--- src/rtl/simon_pkg.sv ---
// Shared types and helpers for the Simon Says pipeline stages.
package simon_pkg;

    typedef enum logic [2:0] {
        IDLE,
        APPEND,
        SHOW_ON,
        SHOW_OFF,
        INPUT
    } seq_state_t;

    typedef logic [1:0] step_code_t;

    // Fibonacci taps 8,6,5,4 expressed as bit positions 7,5,4,3
    localparam logic [7:0] LFSR_TAPS = 8'b1011_1000;

    function automatic logic [3:0] onehot4(step_code_t c);
        return 4'b0001 << c;
    endfunction

endpackage

--- src/rtl/lfsr8.sv ---
// Free-running 8-bit Fibonacci LFSR; advances every clock while out of reset.
module lfsr8
    import simon_pkg::*;
#(
    parameter logic [7:0] SEED = 8'hA5
) (
    input  logic       clk,
    input  logic       reset,
    output logic [7:0] q
);

    logic [7:0] q_reg;

    always_ff @(posedge clk) begin
        if (reset) begin
            q_reg <= SEED;
        end else begin
            q_reg <= {q_reg[6:0], ^(q_reg & LFSR_TAPS)};
        end
    end

    assign q = q_reg;

endmodule

--- src/rtl/seq_player.sv ---
// Stores the random colour sequence, plays it back on the LEDs and then
// presents each expected step to the comparator while the player answers.
module seq_player
    import simon_pkg::*;
#(
    parameter int         MAX_LEN     = 16,
    parameter int         SHOW_CYCLES = 25_000_000,
    parameter int         GAP_CYCLES  = 12_500_000,
    parameter logic [7:0] LFSR_SEED   = 8'hA5
) (
    input  logic       clk,
    input  logic       reset,
    input  logic       start,
    input  logic       next_round,
    input  logic       step_done,
    output logic [3:0] leds,
    output logic [3:0] actual,
    output logic       on_off,
    output logic [4:0] round_len,
    output logic       busy,
    output logic       seq_end,
    output logic       full
);

    localparam int PTR_W   = (MAX_LEN > 1) ? $clog2(MAX_LEN) : 1;
    localparam int LEN_W   = PTR_W + 1;
    localparam int TMR_MAX = (SHOW_CYCLES > GAP_CYCLES) ? SHOW_CYCLES : GAP_CYCLES;
    localparam int TMR_W   = (TMR_MAX > 1) ? $clog2(TMR_MAX) : 1;

    localparam logic [LEN_W-1:0] MAX_LEN_L = LEN_W'(MAX_LEN);
    localparam logic [TMR_W-1:0] SHOW_LAST = TMR_W'(SHOW_CYCLES - 1);
    localparam logic [TMR_W-1:0] GAP_LAST  = TMR_W'(GAP_CYCLES - 1);

    seq_state_t        state_reg, state_next;
    logic [LEN_W-1:0]  len_reg, len_next;
    logic [PTR_W-1:0]  ptr_reg, ptr_next;
    logic [TMR_W-1:0]  timer_reg, timer_next;
    logic              seq_end_reg, seq_end_next;
    logic              mem_we;
    logic              last_step;
    logic [7:0]        lfsr_q;
    logic              unused_lfsr_bits;
    step_code_t        cur_code;

    // Sequence is tiny, so an asynchronously read array keeps the LED and
    // actual outputs aligned with ptr without an extra pipeline stage.
    step_code_t        mem [MAX_LEN];

    lfsr8 #(
        .SEED (LFSR_SEED)
    ) u_lfsr (
        .clk   (clk),
        .reset (reset),
        .q     (lfsr_q)
    );

    assign unused_lfsr_bits = ^lfsr_q[7:2];

    always_ff @(posedge clk) begin
        if (mem_we) begin
            mem[len_reg[PTR_W-1:0]] <= lfsr_q[1:0];
        end
    end

    assign cur_code  = mem[ptr_reg];
    assign last_step = ({1'b0, ptr_reg} == (len_reg - LEN_W'(1)));

    always_ff @(posedge clk) begin
        if (reset) begin
            state_reg   <= IDLE;
            len_reg     <= '0;
            ptr_reg     <= '0;
            timer_reg   <= '0;
            seq_end_reg <= 1'b0;
        end else begin
            state_reg   <= state_next;
            len_reg     <= len_next;
            ptr_reg     <= ptr_next;
            timer_reg   <= timer_next;
            seq_end_reg <= seq_end_next;
        end
    end

    always_comb begin
        state_next   = state_reg;
        len_next     = len_reg;
        ptr_next     = ptr_reg;
        timer_next   = timer_reg;
        seq_end_next = 1'b0;
        mem_we       = 1'b0;

        if (start) begin
            len_next   = '0;
            state_next = APPEND;
        end else begin
            case (state_reg)
                IDLE: begin
                    if (next_round && (len_reg != '0)) begin
                        state_next = APPEND;
                    end
                end
                APPEND: begin
                    // Once full the round is simply replayed unchanged
                    if (len_reg < MAX_LEN_L) begin
                        mem_we   = 1'b1;
                        len_next = len_reg + LEN_W'(1);
                    end
                    ptr_next   = '0;
                    timer_next = '0;
                    state_next = SHOW_ON;
                end
                SHOW_ON: begin
                    if (timer_reg == SHOW_LAST) begin
                        timer_next = '0;
                        state_next = SHOW_OFF;
                    end else begin
                        timer_next = timer_reg + TMR_W'(1);
                    end
                end
                SHOW_OFF: begin
                    if (timer_reg == GAP_LAST) begin
                        timer_next = '0;
                        if (last_step) begin
                            ptr_next   = '0;
                            state_next = INPUT;
                        end else begin
                            ptr_next   = ptr_reg + PTR_W'(1);
                            state_next = SHOW_ON;
                        end
                    end else begin
                        timer_next = timer_reg + TMR_W'(1);
                    end
                end
                INPUT: begin
                    if (step_done) begin
                        if (last_step) begin
                            seq_end_next = 1'b1;
                            ptr_next     = '0;
                            state_next   = IDLE;
                        end else begin
                            ptr_next = ptr_reg + PTR_W'(1);
                        end
                    end
                end
                default: state_next = IDLE;
            endcase
        end
    end

    assign on_off    = (state_reg == INPUT);
    assign leds      = (state_reg == SHOW_ON) ? onehot4(cur_code) : 4'b0000;
    assign actual    = on_off ? onehot4(cur_code) : 4'b0000;
    assign busy      = (state_reg == APPEND) || (state_reg == SHOW_ON) || (state_reg == SHOW_OFF);
    assign seq_end   = seq_end_reg;
    assign full      = (len_reg == MAX_LEN_L);
    assign round_len = 5'(len_reg);

endmodule

--- config.mk ---
export PLATFORM = sky130hd
export DESIGN_NAME = seq_player
export DESIGN_NICKNAME = d
export VERILOG_FILES = /design/src/rtl/simon_pkg.sv /design/src/rtl/lfsr8.sv /design/src/rtl/seq_player.sv
export SDC_FILE = /design/constraint.sdc
export NUM_CORES = 1
export LEC_CHECK = 0
export CORE_MARGIN = 2
export CORE_UTILIZATION = 55
export CTS_BUF_LIST = sky130_fd_sc_hd__clkbuf_4
export CTS_CLUSTER_DIAMETER = 100
export DETAILED_ROUTE_END_ITERATION = 16
export HOLD_SLACK_MARGIN = 0.02
export PLACE_DENSITY = 0.8
export REMOVE_ABC_BUFFERS = 1
export SYNTH_ARGS = -nofsm -noshare
export SYNTH_HDL_FRONTEND = slang
export SYNTH_SLANG_ARGS = --single-unit
--- constraint.sdc ---
create_clock -name clk -period 3.3 [get_ports clk]
set_clock_uncertainty 0.15 [all_clocks]
set_input_delay 0.66 -clock clk [delete_from_list [all_inputs] [get_ports clk]]
set_output_delay 0.66 -clock clk [all_outputs]
set_load 0.005 [all_outputs]
==> results_dict.tcl <==
set metrics [dict create \
    status "completed" \
    hold_violations 0 \
    path_clk_slew_ns 0.14 \
    path_delay_family "multiplexers" \
    antenna_found_initial 0 \
    power_switching_mw 0.4623 \
    ys_ff_latch 82 \
    die-area_um2 7852 \
    wl_um 7990 \
    start_kind "flop" \
    worstMarginPinSlew_ns 0.6136 \
    rsz0062_at_grt "yes" \
    clockBufferDepth 2 \
    drv_slew 0 \
    port_buffers 21 \
    antenna_left 0 \
    hp-class "flop to flop" \
    final.period_utilization 0.9953 \
    synth_flop_cell "dfxtp_1" \
    die_x_um 88.61 \
    grt_pass1_vias 2688 \
    synth_area_per_cell_um2 10.91 \
    path_cells "buf_12, mux4_2, mux4_2, buf_6, nor3b_2, buf_2" \
    period_minus_slack_ns 3.284 \
    root_buffer "clkbuf_4" \
    switching_share 0.2520 \
    vias 2786 \
    antenna_cells 0 \
    pwr-share-comb 0.055 \
    yosys_warnings 0 \
    place_congestion 0.8281 \
    first_pass_iters 4 \
    fin_tns_setup_ns 0 \
    hold_depth 1 \
    rr_worst_depth 8 \
    p_seq_frac 0.598 \
    grt_overflow 0 \
    drv_cap 0 \
    drive_above_1_share 0.1905 \
    clock_latency_ns 0.44 \
    critical_path_cell_count 6 \
    start_util 0.5732 \
    grt_pass1_wl_um 13060 \
    cts_tree "yes" \
    io_pins 22 \
    required_ns 2.49 \
    first_iter_violations 164 \
    worstPathArrival_ns 2.47 \
    max_stage_delay_ns 0.56 \
    worst_path_most_repeated_cell "mux4_2" \
    final_area_um2 4444 \
    fmax_mhz 304.5 \
    finalSetupViolCount 0 \
    r2r_slack_ns 0.76 \
    detailed_place_hpwl_um 5950 \
    finalNetCount 405 \
    rows 30 \
    area_delta_synth_final_pct 12.87 \
    grt_use_total 0.2203 \
    synth_edf_count 32 \
    async_flop_share 0 \
    yosys.cell_types.count 56 \
    synthCells 361 \
    die_h_um 88.61 \
    routedWlPerCell_um 16.14 \
    yosysSeqAreaShare 0.4983 \
    worstSetupEndpointType "output port" \
    cts.sinks 82 \
    critPathMaxFanout 8 \
    cts_buffers 9 \
    grt_max_degree 21 \
    vdd_drop_max_mv 0.1750 \
    dpl_cell_area_um2 4269 \
    leakage_nw 1.500 \
    critPathSlowestCell "mux4_2" \
    p_clk_frac 0.346 \
    htree_levels 3 \
    intPower_mw 1.372 \
    maxSlewHeadroom 0.5872 \
    synth_area_um2 3938 \
    cp.buffers_inverters 3 \
    p_per_area_nw_per_um2 412.8 \
    core_area_um2 6869 \
    vias_per_cell 5.628 \
    largest_reg_flops 32 \
    crit_type "flop to output port" \
    route.detailed.drc 0 \
]
## cell usage after synthesis (all sizes together) (10+ instances only)
cell type | count | area, um2
dfxtp | 50 | 1001
nor2 | 46 | 175.2
nand2 | 34 | 137.6
edfxtp | 32 | 960.9
nand3 | 16 | 80.08
nor3 | 14 | 102.6
xnor2 | 14 | 122.6
xor2 | 14 | 122.6
a21oi | 12 | 60.06
nand4 | 12 | 75.07
mux4 | 10 | 225.2
o21ai | 10 | 50.05
## per-layer routing
metal	routed length, um	track usage	vias to the layer above
li1	-	-	1369
met1	3432	0.2709	1352
met2	4137	0.3882	51
met3	264	0.04478	14
met4	155	0.07300	0
met5	0	0	-
## layout by cell type, fill, tap and decap left out, types with 4 or more instances in the layout
cell / Yosys / final
nor2b_1: 9 / 9
buf_2: 3 / 5
and3_1: 6 / 6
nand2b_1: 9 / 9
inv_6: 0 / 5
clkdlybuf4s50_1: 0 / 13
clkbuf_4: 0 / 9
nand2_2: 4 / 5
xnor2_1: 14 / 14
nor2_1: 45 / 45
o2bb2ai_1: 4 / 4
nand4_1: 12 / 12
inv_1: 7 / 7
edfxtp_1: 32 / 32
nor3_1: 10 / 10
or2_2: 5 / 5
o21ai_1: 4 / 4
a21oi_1: 12 / 12
dfxtp_1: 50 / 49
ha_1: 6 / 6
xor2_1: 14 / 14
nand3_1: 16 / 16
o21ai_0: 6 / 6
nand2_1: 30 / 29
mux4_2: 10 / 10
buf_4: 1 / 8
nor3b_2: 4 / 4
## through the flow
step           cells    util  setup slack [ns]  hold WS [ns]  total power, mW
2_1_floorplan    350       -            0.6071        0.2395            1.177
3_3_place_gp     474  0.6215            0.2513        0.2443            1.215
3_5_place_dp     474  0.6215            0.1447        0.2454            1.218
4_1_cts          495  0.6481         -0.002555        0.2765            1.851
5_1_grt          495  0.6470          -0.06604        0.3050            1.903
6_report         495  0.6470           0.01552        0.2736            1.835
## path summary, 6_finish.rpt
path                 end          from
min reg2reg  u_lfsr.q[7]   u_lfsr.q[6]
max reg2reg         flop  round_len[1]
min          u_lfsr.q[7]   u_lfsr.q[6]
max            actual[1]          flop
## logic make-up after synthesis
| logic type | share of synthesized area |
|---|---|
| simple gates | 0.2612 |
| flops | 0.4983 |
| compound gates | 0.07658 |
| xor+xnor | 0.06228 |
| buf+inv | 0.02288 |
| mux | 0.05974 |
| fa+ha+maj | 0.01907 |
## layout make-up
class | instances | area, um2
inverter | 7 | 26.28
timing repair buffer | 33 | 289.0
sequential | 82 | 1963
fill | 547 | 2425
multi-input combinational | 261 | 1888
clock inverter | 7 | 90.09
tap | 96 | 120.1
clock buffer | 9 | 67.56
## power groups by stage
stage                     logic (mW)  clock network, mW  registers (mW)
after floorplan               0.0637                  0            1.11
after global placement        0.0943                  0            1.12
after detailed placement      0.0962                  0            1.12
after CTS                      0.102              0.650            1.10
after global routing           0.112              0.689            1.10
final                          0.102              0.635            1.10
## repair_timing
item / CTS / global route
hold buffers: 0 / 0
gates resized for setup: 29 / 4
pin swaps: 3 / 3
hold endpoints to repair: 0 / 0
setup buffers: 5 / 0
setup endpoints to repair: 8 / 8
(Power assumes the default switching activity.)
